[src/rtl/beam_readout_pkg.sv]
// rtl/beam_readout_pkg.sv - shared state encoding and default constants for beam_readout_streamer
package beam_readout_pkg;

  typedef enum logic [1:0] {
    ST_IDLE   = 2'd0,
    ST_STREAM = 2'd1,
    ST_DRAIN  = 2'd2,
    ST_DONE   = 2'd3
  } state_t;

  localparam logic [15:0] HEADER_MAGIC = 16'hBEAF;

  localparam int DEF_NUM_POINTS   = 540;
  localparam int DEF_ADDR_W       = 10;
  localparam int DEF_DATA_W       = 32;
  localparam int DEF_READ_LATENCY = 1;
  localparam int DEF_FIFO_DEPTH   = 4;
  localparam int BEAT_W           = 10;

endpackage

[src/rtl/beam_readout_fifo.sv]
// rtl/beam_readout_fifo.sv - skid FIFO for stream samples with sof/eof side bits and occupancy
module beam_readout_fifo #(
  parameter int DEPTH  = 4,
  parameter int DATA_W = 32
) (
  input  logic                       clk,
  input  logic                       rst,
  input  logic                       wr_en,
  input  logic [DATA_W-1:0]          wr_data,
  input  logic                       wr_sof,
  input  logic                       wr_eof,
  input  logic                       rd_en,
  output logic [DATA_W-1:0]          rd_data,
  output logic                       rd_sof,
  output logic                       rd_eof,
  output logic [$clog2(DEPTH+1)-1:0] count
);

  localparam int AW = (DEPTH > 1) ? $clog2(DEPTH) : 1;
  localparam int CW = $clog2(DEPTH + 1);

  logic [DATA_W+1:0] mem [DEPTH];
  logic [AW-1:0]     wr_ptr;
  logic [AW-1:0]     rd_ptr;
  logic              do_wr;
  logic              do_rd;

  assign do_wr = wr_en && (count != CW'(DEPTH));
  assign do_rd = rd_en && (count != '0);

  // Storage is unreset; entries are only visible while count covers them.
  always_ff @(posedge clk) begin
    if (do_wr) mem[wr_ptr] <= {wr_sof, wr_eof, wr_data};
  end

  // Pointer and occupancy bookkeeping.
  always_ff @(posedge clk or negedge rst) begin
    if (!rst) begin
      wr_ptr <= '0;
      rd_ptr <= '0;
      count  <= '0;
    end else begin
      if (do_wr) wr_ptr <= (wr_ptr == AW'(DEPTH - 1)) ? '0 : wr_ptr + AW'(1);
      if (do_rd) rd_ptr <= (rd_ptr == AW'(DEPTH - 1)) ? '0 : rd_ptr + AW'(1);
      case ({do_wr, do_rd})
        2'b10:   count <= count + CW'(1);
        2'b01:   count <= count - CW'(1);
        default: count <= count;
      endcase
    end
  end

  // An empty FIFO presents zeros so idle stream outputs read as 0.
  assign {rd_sof, rd_eof, rd_data} = (count != '0) ? mem[rd_ptr] : '0;

endmodule

[src/rtl/beam_readout_streamer.sv]
// rtl/beam_readout_streamer.sv - result RAM frame readout to ready/valid stream; header beat under BEAM_READOUT_HEADER_EN
module beam_readout_streamer
  import beam_readout_pkg::*;
#(
  parameter int NUM_POINTS   = DEF_NUM_POINTS,
  parameter int ADDR_W       = DEF_ADDR_W,
  parameter int DATA_W       = DEF_DATA_W,
  parameter int READ_LATENCY = DEF_READ_LATENCY,
  parameter int FIFO_DEPTH   = DEF_FIFO_DEPTH
) (
  input  logic              clk,
  input  logic              rst,
  input  logic              beamformdone,
  output logic [ADDR_W-1:0] sumout_address,
  output logic              sumouten,
  input  logic [DATA_W-1:0] output_value,
  output logic [DATA_W-1:0] m_data,
  output logic              m_valid,
  input  logic              m_ready,
  output logic              m_sof,
  output logic              m_eof,
  output logic              busy,
  output logic              frame_done
);

  localparam int CNT_W = $clog2(FIFO_DEPTH + 1);
`ifdef BEAM_READOUT_HEADER_EN
  localparam int FRAME_BEATS = NUM_POINTS + 1;
`else
  localparam int FRAME_BEATS = NUM_POINTS;
`endif

  state_t                  state;
  state_t                  state_nxt;
  logic                    bf_q;
  logic                    trigger;
  logic [ADDR_W-1:0]       addr_cnt;
  logic [READ_LATENCY-1:0] inflight_sr;
  logic [7:0]              inflight_cnt;
  logic [7:0]              level;
  logic                    issue;
  logic [BEAT_W-1:0]       wr_beat;
  logic                    hdr_wr;
  logic                    fifo_wr;
  logic                    fifo_rd;
  logic [DATA_W-1:0]       fifo_wdata;
  logic [CNT_W-1:0]        fifo_count;

  assign trigger = beamformdone && !bf_q;

`ifdef BEAM_READOUT_HEADER_EN
  logic [15:0] frame_count;

  // Frame counter stamped into the header; advances once per completed frame.
  always_ff @(posedge clk or negedge rst) begin
    if (!rst) frame_count <= '0;
    else if (state == ST_DONE) frame_count <= frame_count + 16'd1;
  end

  // The header goes in on the trigger edge, while the FIFO is known empty.
  assign hdr_wr     = (state == ST_IDLE) && trigger;
  assign fifo_wdata = hdr_wr ? DATA_W'({HEADER_MAGIC, frame_count}) : output_value;
`else
  assign hdr_wr     = 1'b0;
  assign fifo_wdata = output_value;
`endif

  assign fifo_wr = hdr_wr || inflight_sr[READ_LATENCY-1];
  assign m_valid = (fifo_count != '0);
  assign fifo_rd = m_valid && m_ready;

  // Count reads issued but not yet returned by the RAM.
  always_comb begin
    inflight_cnt = '0;
    for (int i = 0; i < READ_LATENCY; i++) inflight_cnt = inflight_cnt + 8'(inflight_sr[i]);
  end

  assign level = 8'(fifo_count) + inflight_cnt;

  // Next state; reads are only issued while FIFO plus in-flight reads leave room.
  always_comb begin
    state_nxt  = state;
    busy       = 1'b0;
    frame_done = 1'b0;
    issue      = 1'b0;
    case (state)
      ST_IDLE: begin
        if (trigger) state_nxt = ST_STREAM;
      end
      ST_STREAM: begin
        busy  = 1'b1;
        issue = (level < 8'(FIFO_DEPTH));
        if (issue && (addr_cnt == ADDR_W'(NUM_POINTS - 1))) state_nxt = ST_DRAIN;
      end
      ST_DRAIN: begin
        busy = 1'b1;
        if ((fifo_count == '0) && (inflight_cnt == '0)) state_nxt = ST_DONE;
      end
      ST_DONE: begin
        frame_done = 1'b1;
        state_nxt  = ST_IDLE;
      end
      default: state_nxt = ST_IDLE;
    endcase
  end

  assign sumouten       = issue;
  assign sumout_address = addr_cnt;

  // State, trigger edge register, read address and write-side beat index.
  always_ff @(posedge clk or negedge rst) begin
    if (!rst) begin
      state    <= ST_IDLE;
      bf_q     <= 1'b0;
      addr_cnt <= '0;
      wr_beat  <= '0;
    end else begin
      state <= state_nxt;
      bf_q  <= beamformdone;
      if (state == ST_DONE) addr_cnt <= '0;
      else if (issue)       addr_cnt <= addr_cnt + ADDR_W'(1);
      if (state == ST_DONE) wr_beat <= '0;
      else if (fifo_wr)     wr_beat <= wr_beat + BEAT_W'(1);
    end
  end

  // Issue flags ride alongside the RAM pipeline to mark returning data.
  always_ff @(posedge clk or negedge rst) begin
    if (!rst) begin
      inflight_sr <= '0;
    end else begin
      inflight_sr[0] <= issue;
      for (int i = 1; i < READ_LATENCY; i++) inflight_sr[i] <= inflight_sr[i-1];
    end
  end

  beam_readout_fifo #(
    .DEPTH  (FIFO_DEPTH),
    .DATA_W (DATA_W)
  ) u_fifo (
    .clk     (clk),
    .rst     (rst),
    .wr_en   (fifo_wr),
    .wr_data (fifo_wdata),
    .wr_sof  (wr_beat == '0),
    .wr_eof  (wr_beat == BEAT_W'(FRAME_BEATS - 1)),
    .rd_en   (fifo_rd),
    .rd_data (m_data),
    .rd_sof  (m_sof),
    .rd_eof  (m_eof),
    .count   (fifo_count)
  );

endmodule

[config.mk]
export PLATFORM = sky130hd
export DESIGN_NAME = beam_readout_streamer
export DESIGN_NICKNAME = d
export VERILOG_FILES = /design/src/rtl/beam_readout_pkg.sv /design/src/rtl/beam_readout_fifo.sv /design/src/rtl/beam_readout_streamer.sv
export SDC_FILE = /design/constraint.sdc
export NUM_CORES = 1
export LEC_CHECK = 0
export CAP_MARGIN = 15
export CORE_UTILIZATION = 41
export DETAILED_ROUTE_END_ITERATION = 7
export PLACE_DENSITY = 0.66
export SYNTH_ARGS = -nofsm -noshare
export SYNTH_HDL_FRONTEND = slang
export SYNTH_HIERARCHICAL = 1
export SYNTH_SLANG_ARGS = --single-unit
[constraint.sdc]
create_clock -name clk -period 2.5 [get_ports clk]
set_clock_uncertainty 0.15 [all_clocks]
set_input_delay 0.5 -clock clk [delete_from_list [all_inputs] [get_ports clk]]
set_output_delay 0.5 -clock clk [all_outputs]
set_load 0.02 [all_outputs]
Word-level counts from Yosys, hierarchy flattened
Memories as Yosys holds them, arrays and structs flattened. Index checks and enable logic that the tools add are counted.

Register bits after elaboration: 31. Memory bits (writable): 136. Input port bits: 36. Word-level logic and storage cells: 64. Memories: 1.

Add/subtract/negate cells: 7. Magnitude comparators: 1. Equality and inequality tests: 13. Multiplexer cells: 17. Reduce and logical (&&, ||, !) cells: 17.

Memory list: u_fifo.mem (depth 4, width 34, read ports 1, clocked after memory_dff 0, wr ports 1, line beam_readout_fifo.sv:22) `logic [DATA_W+1:0] mem [DEPTH];`.

Operators with widths (number): $mux W10 (4); $mux W34 (1); $add A10 B1 Y10 const B (2); $eq A10 B10 Y1 const B (2); $eq A2 B2 Y1 const B (5); $logic_not A10 Y1 (1); $mux W2 (5); $logic_not A8 Y1 (1); $pmux W2 S4 (1); $logic_and A1 B1 Y1 (6); $ne A2 B2 Y1 const B (3); $pmux W3 S2 (1); $reduce_bool A2 Y1 (3); $mux W1 (5); $add A2 B1 Y2 const B (2); $add A3 B1 Y4 (1); $eq A2 B1 Y1 const B (2); $lt A4 B3 Y1 const B (1); $add A3 B1 Y3 const B (1); $logic_not A3 Y1 (1); $ne A3 B3 Y1 const B (1); $reduce_and A3 Y1 (1); $reduce_bool A3 Y1 (1); $sub A3 B1 Y3 const B (1); 3 further kinds (3).

Logic depth before layout (Yosys ltp)
Gate-level depths: netlist of run 1.

Depth after elaboration: 5. Depth in mapped cells: 9. Mapped depth without buffers: 9.

By module
Netlist of run 1, hierarchy kept.

By module, submodules not included: beam_readout_fifo (times used 1, cells an instance 254, area each 5582.9 µm², sequential area each 4259.1 µm²); beam_readout_streamer (times used 1, cells an instance 132, area each 1303.8 µm², sequential area each 600.6 µm²).

Worst setup path after synthesis of run 1
Ideal clock, no wire load.

Path type: register -> register. From: register u_fifo.count[1]. To: memory u_fifo/mem[3][0] in the netlist's numbering, enable pin. Arrival: 1.783 ns. Path slack: 0.173 ns. Cell stages (with the launch flop): 4. Period minus slack after synthesis: 2.327 ns. Cells stage by stage: dfrtp_1 inv_1 a31oi_1 and2_1.

Longest elaborated chain between the ends: 4.

RTL lines: start: declaration (line beam_readout_fifo.sv:16) `output logic [$clog2(DEPTH+1)-1:0] count`; start signal: assignment (line beam_readout_fifo.sv:46) `2'b10: count <= count + CW'(1);`; start signal: assignment (line beam_readout_fifo.sv:47) `2'b01: count <= count - CW'(1);`; start signal: assignment (line beam_readout_fifo.sv:48) `default: count <= count;`; $ne A3 B3 Y1 (line beam_readout_fifo.sv:28) `assign do_wr = wr_en && (count != CW'(DEPTH));`; $logic_and A1 B1 Y1 (line beam_readout_fifo.sv:28); $mux W1 (line beam_readout_fifo.sv:33) `if (do_wr) mem[wr_ptr] <= {wr_sof, wr_eof, wr_data};`; $mux W1 (not written as such) (line beam_readout_fifo.sv:33); end: declaration (line beam_readout_fifo.sv:22).

Every way passes these cells.

Worst setup path after layout of run 1
From: register u_fifo.rd_ptr[0]. To: output m_data[23].

Longest elaborated chain between the ends: 2.

RTL lines: start: declaration (line beam_readout_fifo.sv:24) `logic [AW-1:0] rd_ptr;`; start signal: assignment (line beam_readout_fifo.sv:44) `if (do_rd) rd_ptr <= (rd_ptr == AW'(DEPTH - 1)) ? '0 : rd_ptr + AW'(1);`; $mem_v2 Z4 W34; $mux W34 (line beam_readout_fifo.sv:54) `assign {rd_sof, rd_eof, rd_data} = (count != '0) ? mem[rd_ptr] : '0;`; end: declaration (line beam_readout_streamer.sv:17) `output logic [DATA_W-1:0] m_data,`.

Every way passes these cells.

==> results by group, run 1 <==
Run status
  • Status: complete, but fails checks
  • Failing checks: negative setup slack

Floorplan
  • I/O pin count: 84
  • Row count: 47
  • Initial core utilization: about two fifths
  • Full die area: between 15000 and 20000 sq um
  • Core area: 16500 sq um
  • Chip Height: 132 um
  • Die X: 132 um

Clock network
  • Clk Tree Root Cell: clkbuf_16
  • Max Buffers Root-to-Sink: 2
  • CTS H-Tree Depth: 4
  • Clk slew on worst S/H paths: ~0.060 ns
  • TritonCTS Buffers: 17
  • Num Clock Sinks: 167
  • Clock latency on the worst-skew pair: 0.41 ns
  • CTS Hold Bufs: 0
  • CTS tree: done

Routing
  • DR WL met2: approximately 6600 um
  • Final ANT Viol Nets: 0
  • DR WL met3: 453 um
  • Post-Route M1 WL: roughly 5600 um
  • Max layer used: met4
  • Avg WL per Cell: ~18 um
  • DRC violations left: 0
  • DR vias/cell: 5.04
  • Detailed Route WL: 12900 um
  • DR vias: approximately 3.7k
  • Initial DRC Count: 160
  • First drt pass iteration count: 4

Global routing
  • Total Routing Usage GR: 16.2%
  • Initial antenna violation count: 1
  • Vias in the first global route: 3930
  • Pin count of the biggest net entering global routing: 32
  • Global-route wire length before repair: between 20000 and 25000 um
  • Total congestion overflow: 0

Setup path
  • CP Max Fanout: 6
  • Required @ worst endpoint: roughly 1.9 ns
  • Crit. End Element: output pin
  • Startpoint Class: flip-flop
  • Worst EP arrival: 1.87 ns
  • CP Class: flip-flop to output pin

STA
  • Final period util: 101%
  • Hold slack: 0.337 ns
  • Worst-Margin Slew: 0.543 ns
  • Slew HR: a little under two thirds
  • Max Slew Vio Count: 0
  • Final hold violation count: 0
  • Final setup margin: -0.0205 ns
  • Final setup violation count: 6
  • Max Freq: 0.397 GHz
  • Period minus WS final: between 2 and 3 ns
  • Unrepaired setup endpoints after global routing: true

Layout
  • Share of layout cells above drive strength 1: 30.9%
  • Synth-to-Final Area Change: 28.6%
  • Ant diodes: 0
  • Final net count: 554
  • Final core occ: 53.8%

Logic synthesis
  • Area leader, netlist: edfxtp_1
  • Largest cells by area after synthesis: edfxtp_1, dfrtp_1, mux4_2
  • Largest family of logic cells by synthesized area: multiplexers
  • Adder-cell area share of the yosys netlist: 2.83%
  • #FFs+latches synth: 167
  • Synth Flop Type: edfxtp_1
  • Sequential cell area fraction in the yosys report: 70.6%
  • Synth Area in XOR/XNOR: 2.16%
  • Post-Syn Nets: about 440
  • Post-synth top cells: edfxtp_1, nor2b_1, mux4_2, dfrtp_1, nor2_1
  • Unique masters post-synth: 39
  • Most common cell in the netlist: edfxtp_1
  • Post-synth top area share: about three fifths
  • Mux cell area share after synthesis: 12.4%
  • Post-synth EDFFs: 136
  • Post-Syn Area per Cell: 17.8 sq um
  • Post-Syn Area: just under 7000 sq um
  • Ys Warns: 6
  • Post-synth ARST share: ~19%
  • Gate Count Post-Synth: 386
  • Simple-Gate Fraction of Synth Area: 8.72%
  • Post-synthesis compound-gate area fraction: under 10%

Place
  • Hpwl dp: slightly below 8000 um
  • Global placer's final weighted congestion: 0.768
  • IO buf count: 83

Power and ir drop
  • Lkg Pwr: 3.26 nW
  • Pwr Total: 11.3 mW
  • PwrDens: between 1000 and 1500 nW/um^2
  • Peak VDD IR: 603 uV

Run
  • Max Cap Violations: 0

Min path
  • Worst hold path type: primary input to asynchronous set/reset pin
[layout make-up]
class | count | area, sq um
Clock inverter | 11 | 61.3
Fill cell | 1327 | 7610
Multi-Input combinational cell | 190 | 2000
Clock buffer | 20 | 437
Sequential cell | 167 | 4860
Timing Repair Buffer | 113 | 1170
Tap cell | 220 | 275
Inverter | 14 | 52.6
[worst max-delay path: stages, from the launching register on]
cell and delay, ns:
dfrtp_2 0.38, buf_12 0.14, buf_12 0.13, mux4_2 0.50, nor2b_1 0.14, buf_2 0.16
[stage by stage]
stage               std cells  worst slack (ns)  instance area, sq um  TNS [ns]
finish                    735           -0.0205                  8860   -0.0482
global route              735           -0.0864                  8860     -2.05
CTS                       733            -0.150                  8720     -2.94
detailed placement        694           -0.0283                  8150   -0.0283
global placement          694            0.0126                  8150         0
floorplan                 386             0.173                  6890         0
[cells in the final DEF (no fill, tap or decap), types with 7 or more instances in the layout]
| cell | synthesis | routed |
|---|---|---|
| xor2_1 | 11 | 11 |
| buf_6 | 5 | 18 |
| nor2_1 | 20 | 20 |
| nand2_1 | 8 | 8 |
| inv_1 | 14 | 13 |
| buf_12 | 0 | 10 |
| ha_1 | 14 | 14 |
| mux4_2 | 34 | 34 |
| nor2b_1 | 35 | 18 |
| clkdlybuf4s50_1 | 0 | 46 |
| nand4_1 | 7 | 7 |
| nor2b_4 | 0 | 16 |
| buf_2 | 5 | 16 |
| edfxtp_1 | 136 | 136 |
| dfrtp_1 | 31 | 29 |
| clkbuf_16 | 0 | 17 |
| buf_4 | 0 | 18 |
[cell families (layout without fill, tap and decap cells)]
logic type | after synthesis | after routing
DFF | 167 | 167
and+or+nand+nor | 104 | 104
muxes | 42 | 42
buffers and inverters | 29 | 158
xor gates and xnor gates | 17 | 17
adders and majority gates | 15 | 15
AOI/OAI and AO/OA | 12 | 12
[what timing repair did]
item,in CTS,in global routing
cloned,3,0
resized for setup,163,48
setup buffers,5,4
pin swaps,0,1
setup endpoints to repair,36,36
[layer usage]
layer	vias to the layer above	GRT usage [%]
met4	0	5.75
met1	1921	20.4
met3	13	4.24
met5	-	0
met2	64	26.9
li1	1708	-
[flip-flops by register name, indices dropped and copies added, names as in the netlist]
signal / cells
fifo_wr: 1
u_fifo/wr_ptr: 2
bf_q: 1
sumout_address: 10
wr_beat: 10
u_fifo/mem: 136
u_fifo/count: 3
u_fifo/rd_ptr: 2
state: 2
[where the power goes]
part	switching, mW	internal [mW]	total (mW)
logic	2.41	2.52	4.94
registers	0.328	3.79	4.12
clock network	0.960	1.24	2.20
total	3.70	7.56	11.3
[worst paths after layout]
path | slack (ns) | cells after the start | start | end
max | -0.02 | 5 | u_fifo/rd_ptr[0] | m_data[23]
min | 0.34 | 2 | rst | wr_beat[5]
max reg2reg | 0.17 | 9 | u_fifo/count[0] | u_fifo/count[2]
min reg2reg | 0.42 | 2 | wr_beat[4] | wr_beat[4]
max in group asynchronous | 1.52 | 2 | rst | u_fifo/rd_ptr[0]
min in group clk | 0.42 | 1 | beamformdone | bf_q
No activity file was read; power rests on OpenSTA's default activity.
==> run 2: changes to the inputs <==
--- a/config.mk
+++ b/config.mk
@@ -6,9 +6,10 @@
 export NUM_CORES = 1
 export LEC_CHECK = 0
 export CAP_MARGIN = 15
-export CORE_UTILIZATION = 41
+export CORE_UTILIZATION = 55
+export CTS_CLUSTER_SIZE = 10
 export DETAILED_ROUTE_END_ITERATION = 7
-export PLACE_DENSITY = 0.66
+export PLACE_DENSITY = 0.83
 export SYNTH_ARGS = -nofsm -noshare
 export SYNTH_HDL_FRONTEND = slang
 export SYNTH_HIERARCHICAL = 1
==> results by group, run 2 (same netlist as run 1, synthesis figures left out) <==
Place
  • IO buf count: 83 (unchanged)
  • Placed insts: 651 (-6.2%)
  • Global placer's final weighted congestion: 0.786 (+2.3%)
  • Hpwl dp: 8750 um (+11%)
  • Placement-stage cell area: 8160 sq um (+0.17%)

Global routing
  • Initial antenna violation count: 0 (-1)
  • Total Routing Usage GR: 23.7% (+7.5 points)
  • Total congestion overflow: 0 (unchanged)
  • Global-route wire length before repair: 22200 um (+5.3%)
  • Vias in the first global route: 4053 (+3.1%)
  • Pin count of the biggest net entering global routing: 36 (+13%)

Routing
  • Initial DRC Count: 256 (+60%)
  • DR vias: 3831 (+3.4%)
  • Avg WL per Cell: 21.3 um (+21%)
  • DR vias/cell: 5.57 (+10%)
  • Detailed Route WL: 14600 um (+14%)
  • First drt pass iteration count: 4 (unchanged)
  • Final ANT Viol Nets: 0 (unchanged)
  • DRC violations left: 0 (unchanged)

Clock network
  • CTS tree: done
  • Clk slew on worst S/H paths: 0.07 ns (about the same)
  • Clk Tree Root Cell: clkbuf_16
  • Max Buffers Root-to-Sink: 2 (unchanged)
  • Clock latency on the worst-skew pair: 0.42 ns (about the same)
  • Num Clock Sinks: 167 (unchanged)
  • TritonCTS Buffers: 17 (unchanged)
  • CTS H-Tree Depth: 4 (unchanged)

Layout
  • Most frequent cells in the layout: edfxtp_1, clkdlybuf4s50_1, mux4_2, dfrtp_1, buf_4
  • Max reg flops: 136 (unchanged)
  • Ant diodes: 0 (unchanged)
  • Share of layout cells above drive strength 1: 31.5% (+0.66 points)
  • Post-Layout Cell Count: 688 (-6.4%)
  • Synth-to-Final Area Change: 28.6% (about the same)
  • Final net count: 558 (+0.72%)
  • Most common cell after layout, fill and taps aside: edfxtp_1
  • Most flops, register: u_fifo/mem
  • Cell area after layout: 8850 sq um (about the same)

Floorplan
  • Chip Height: 114 um (-13%)
  • Full die area: 13000 sq um (-25%)
  • I/O pin count: 84 (unchanged)
  • Core area: 12100 sq um (-26%)
  • Row count: 40 (-15%)
  • Initial core utilization: 56.9% (+15 points)
  • Die X: 114 um (-13%)

STA
  • Max Slew Vio Count: 0 (unchanged)
  • Slew HR: 55.5% (-7.9 points)
  • Final period util: 105% (+4.2 points)
  • Final setup margin: -0.126 ns (-0.105 ns)
  • Unrepaired setup endpoints after global routing: true
  • Final hold violation count: 0 (unchanged)
  • Hold slack: 0.329 ns (-0.00810 ns)
  • Worst-Margin Slew: 0.665 ns (+0.122 ns)
  • Max Freq: 0.381 GHz (-4.0%)
  • Period minus WS final: 2.63 ns (+0.105 ns)
  • Final setup violation count: 33 (+27)

Setup path
  • Reg2reg end: u_fifo/count[2]
  • Required @ worst endpoint: 1.85 ns (about the same)
  • Flop2flop setup slack: 0.14 ns (-0.03 ns)
  • CP Class: flip-flop to output pin
  • Crit. End Element: output pin
  • Crit path capture: m_data[17]
  • CP Max Fanout: 8 (+2)
  • Launch point of the worst reg-to-reg path: u_fifo/count[0]
  • FF-to-FF path depth: 9 (unchanged)
  • Worst EP arrival: 1.98 ns (+0.11 ns)
  • Startpoint Class: flip-flop
  • Worst Setup SP: u_fifo/rd_ptr[0]

Power and ir drop
  • PwrDens: 1320 nW/um^2 (+4.0%)
  • Pwr Total: 11.7 mW (+4.0%)
  • Peak VDD IR: 732 uV (+21%)
  • Lkg Pwr: 3.27 nW (+0.39%)

Run
  • Max Cap Violations: 0 (unchanged)

Min path
  • Worst hold path type: primary input to asynchronous set/reset pin

Run status
  • Status: complete, but fails checks
  • Failing checks: negative setup slack
[run 2: cell count changes in the layout (fill, tap and decap cells not counted), moves of 3 or more]
cell | previous run | this run
buf_4 | 18 | 26
buf_6 | 18 | 10
nor2b_1 | 18 | 24
nor2b_4 | 16 | 10
inv_6 | 0 | 5
clkdlybuf4s15_2 | 1 | 5
clkinv_2 | 5 | 1
clkbuf_1 | 3 | 0
clkinv_1 | 3 | 0
[run 2: cell type report]
type,instances,area (sq um)
clock inverter,15,169
fill,704,3260
timing repair buffer,117,1180
multi-input combinational,190,1960
inverter,14,52.6
tap,168,210
sequential,167,4860
clock buffer,17,425
[run 2: metrics by stage]
step / setup WS, ns / utilization, % / setup TNS, ns
floorplan: 0.173 / - / 0
global placement: -0.0669 / 67.4 / -1.07
detailed placement: -0.101 / 67.4 / -1.61
CTS: -0.148 / 72.7 / -3.11
global route: -0.189 / 73.1 / -3.71
finish: -0.126 / 73.1 / -1.97
[run 2: timing repair]
item                                    4_1_cts  5_1_grt
pin swaps                                     0        0
hold buffers                                  0        0
buffers inserted                              4        1
cloned                                        2        0
gates resized for setup                     159       30
endpoints found under the setup margin       36       35
endpoints found under the hold margin         0        0
[run 2: worst max-delay path, stage by stage (launching register included)]
cell,delay [ns]
dfrtp_2,0.39
buf_12,0.15
buf_12,0.11
buf_12,0.11
mux4_2,0.49
nor2b_1,0.14
buf_2,0.16
[run 2: where the power goes]
part | switching (mW) | internal (mW)
logic | 2.49 | 2.43
clock network | 1.11 | 1.49
registers | 0.386 | 3.79
total | 3.99 | 7.72
[run 2: routing by layer]
| metal | global-route usage, % | up-vias | routed length, um |
|---|---|---|---|
| met4 | 11.3 | 0 | 377 |
| met5 | 0 | - | 0 |
| li1 | - | 1720 | - |
| met2 | 40.9 | 135 | 7770 |
| met1 | 28.8 | 1945 | 5720 |
| met3 | 4.78 | 31 | 782 |
[run 2: how the worst min path moves through the flow]
stage                          start                end  slack, ns  cells past startpoint
after global routing             rst  sumout_address[6]       0.37                      1
final                            rst  sumout_address[6]       0.33                      1
after CTS                        rst  sumout_address[6]       0.33                      1
after global placement    wr_beat[4]         wr_beat[4]       0.39                      2
after floorplan                  rst               bf_q       0.05                      0
after detailed placement  wr_beat[8]         wr_beat[8]       0.41                      2
==> run 3: changes to the inputs <==
--- a/config.mk
+++ b/config.mk
@@ -14,3 +14,4 @@
 export SYNTH_HDL_FRONTEND = slang
 export SYNTH_HIERARCHICAL = 1
 export SYNTH_SLANG_ARGS = --single-unit
+export TNS_END_PERCENT = 10
==> results by group, run 3 (same netlist as run 1, synthesis figures left out) <==
Power and ir drop
  • Part of the power in combinational logic: 42.4% (+0.3 points)
  • Switch Pwr: 3.96 mW (-0.65%)
  • Int Power: 7.78 mW (+0.81%)
  • Pwr Total: 11.7 mW (+0.31%)
  • Peak VDD IR: 779 uV (+6.4%)
  • Clock share of power: 22.1% (-0.2 points)
  • PwrDens: 1320 nW/um^2 (-0.21%)
  • Lkg Pwr: 3.29 nW (+0.55%)
  • Sw Ratio: 33.7% (-0.33 points)
  • Sequential power share: 35.5% (-0.2 points)

Routing
  • Final ANT Viol Nets: 0 (unchanged)
  • Avg WL per Cell: 20.6 um (-3.2%)
  • DR vias/cell: 5.55 (-0.37%)
  • DR vias: 3828 (-0.078%)
  • Detailed Route WL: 14200 um (-2.9%)
  • First drt pass iteration count: 4 (unchanged)
  • Initial DRC Count: 243 (-5.1%)
  • DRC violations left: 0 (unchanged)

Layout
  • Synth-to-Final Area Change: 29.3%
  • Most common cell after layout, fill and taps aside: edfxtp_1
  • Ant diodes: 0 (unchanged)
  • Share of layout cells above drive strength 1: 31.4% (-0.12 points)
  • Final net count: 560 (+0.36%)
  • Post-Layout Cell Count: 690 (+0.29%)
  • Most flops, register: u_fifo/mem
  • Most frequent cells in the layout: edfxtp_1, clkdlybuf4s50_1, mux4_2, dfrtp_1, buf_4
  • Max reg flops: 136 (unchanged)

Floorplan
  • Initial core utilization: 56.9% (unchanged)
  • Row count: 40 (unchanged)
  • Die X: 114 um (unchanged)
  • Chip Height: 114 um (unchanged)
  • Full die area: 13000 sq um (unchanged)
  • Core area: 12100 sq um (unchanged)
  • I/O pin count: 84 (unchanged)

Global routing
  • Total Routing Usage GR: 23.6% (-0.098 points)
  • Total congestion overflow: 0 (unchanged)
  • Pin count of the biggest net entering global routing: 36 (unchanged)
  • Vias in the first global route: 4061 (+0.20%)
  • Initial antenna violation count: 0 (unchanged)
  • Global-route wire length before repair: 22100 um (-0.41%)

STA
  • Final setup violation count: 34 (+3.0%)
  • Worst-Margin Slew: 0.665 ns (+0.000432 ns)
  • Max Slew Vio Count: 0 (unchanged)
  • Unrepaired setup endpoints after global routing: true
  • Final hold violation count: 0 (unchanged)
  • Period minus WS final: 2.64 ns (+0.00923 ns)
  • Final setup margin: -0.135 ns (-0.00923 ns)
  • Slew HR: 55.5% (about the same)
  • Setup TNS: -2.63 ns (-0.663 ns)
  • Max Freq: 0.380 GHz (-0.35%)
  • Final period util: 105% (+0.37 points)

Place
  • Pre-CTS WS: -0.101 ns (unchanged)
  • Hpwl dp: 8750 um (unchanged)
  • Global placer's final weighted congestion: 0.786 (unchanged)
  • Placed insts: 651 (unchanged)
  • IO buf count: 83 (unchanged)

Setup path
  • Critical Path, Cell by Cell: buf_12 > buf_4 > mux4_2 > nor2b_1 > clkdlybuf4s15_2
  • FF-to-FF path depth: 9 (unchanged)
  • CP Class: flip-flop to output pin
  • Critical-path top delay cell: mux4_2
  • Launch point of the worst reg-to-reg path: u_fifo/count[0]
  • CP Max Fanout: 8 (unchanged)
  • Reg2reg end: u_fifo/count[2]
  • Crit. End Element: output pin
  • Worst EP arrival: 1.99 ns (about the same)
  • Required @ worst endpoint: 1.85 ns (about the same)
  • Flop2flop setup slack: 0.13 ns (about the same)
  • Startpoint Class: flip-flop
  • Crit-path max cell delay: 0.48 ns (about the same)

Clock network
  • CTS Hold Bufs: 0 (unchanged)
  • Num Clock Sinks: 167 (unchanged)
  • Clk Tree Root Cell: clkbuf_16
  • CTS tree: done
  • Clk slew on worst S/H paths: 0.07 ns (about the same)
  • Clock latency on the worst-skew pair: 0.42 ns (about the same)
  • TritonCTS Buffers: 17 (unchanged)
  • CTS H-Tree Depth: 4 (unchanged)
  • Max Buffers Root-to-Sink: 2 (unchanged)

Run status
  • Failing checks: negative setup slack
  • Status: complete, but fails checks

Min path
  • Worst hold path type: primary input to asynchronous set/reset pin

Run
  • Max Cap Violations: 0 (unchanged)
==> run 3: cell types whose count changed in the layout (fill, tap and decap cells not counted), sizes merged <==
cell,before,now
clkdlybuf4s15,5,6
buf,64,65
==> run 3: power groups by stage <==
stage | combinational, mW | clock [mW] | sequential [mW]
floorplan | 2.74 | 0 | 4.14
global placement | 4.56 | 0 | 4.16
detailed placement | 4.69 | 0 | 4.22
CTS | 4.81 | 2.64 | 4.16
global route | 5.29 | 2.74 | 4.23
finish | 4.98 | 2.60 | 4.17
==> run 3: worst max-delay path, delay by kind of cell, from the launching register on <==
kind,cells,cell delay (ns)
and+or+nand+nor,1,0.15
buffers and inverters,3,0.55
DFF,1,0.39
muxes,1,0.48
==> run 3: worst max-delay path by stage <==
stage	start	end	slack [ns]
2_1_floorplan	u_fifo/count[1]	u_fifo/mem[3][0]	0.17
3_3_place_gp	u_fifo/rd_ptr[0]	m_data[0]	-0.07
3_5_place_dp	u_fifo/rd_ptr[0]	m_data[6]	-0.10
4_1_cts	u_fifo/rd_ptr[0]	m_data[7]	-0.15
5_1_grt	u_fifo/rd_ptr[0]	m_data[17]	-0.18
6_report	u_fifo/rd_ptr[0]	m_sof	-0.14
==> run 3: area by class of cell <==
cell class	count	area, sq um
inverters	14	52.6
well taps	168	210
clock inverters	15	169
flip-flops and latches	167	4860
multi-input cells	190	1950
repair buffers	119	1230
clock buffers	17	425
fillers	700	3210
==> run 3: through the flow <==
| stage | hold WS [ns] | utilization, % | instance area (sq um) |
|---|---|---|---|
| floorplan | 0.0544 | - | 6890 |
| detailed placement | 0.410 | 67.4 | 8160 |
| global route | 0.368 | 73.5 | 8900 |
| CTS | 0.329 | 72.7 | 8810 |
| global placement | 0.390 | 67.4 | 8160 |
| finish | 0.330 | 73.5 | 8900 |
==> run 3: what timing repair did <==
item | 4_1_cts | 5_1_grt
endpoints found under the setup margin | 36 | 36
gates resized for setup | 157 | 25
gates cloned | 2 | 0
buffers inserted | 4 | 1
==> run 3: per-layer routing <==
layer | part of all wire (%) | GRT usage (%)
met5 | 0 | 0
met4 | 2.6 | 11.3
met3 | 5.8 | 4.78
met2 | 52 | 40.2
met1 | 39 | 29.2
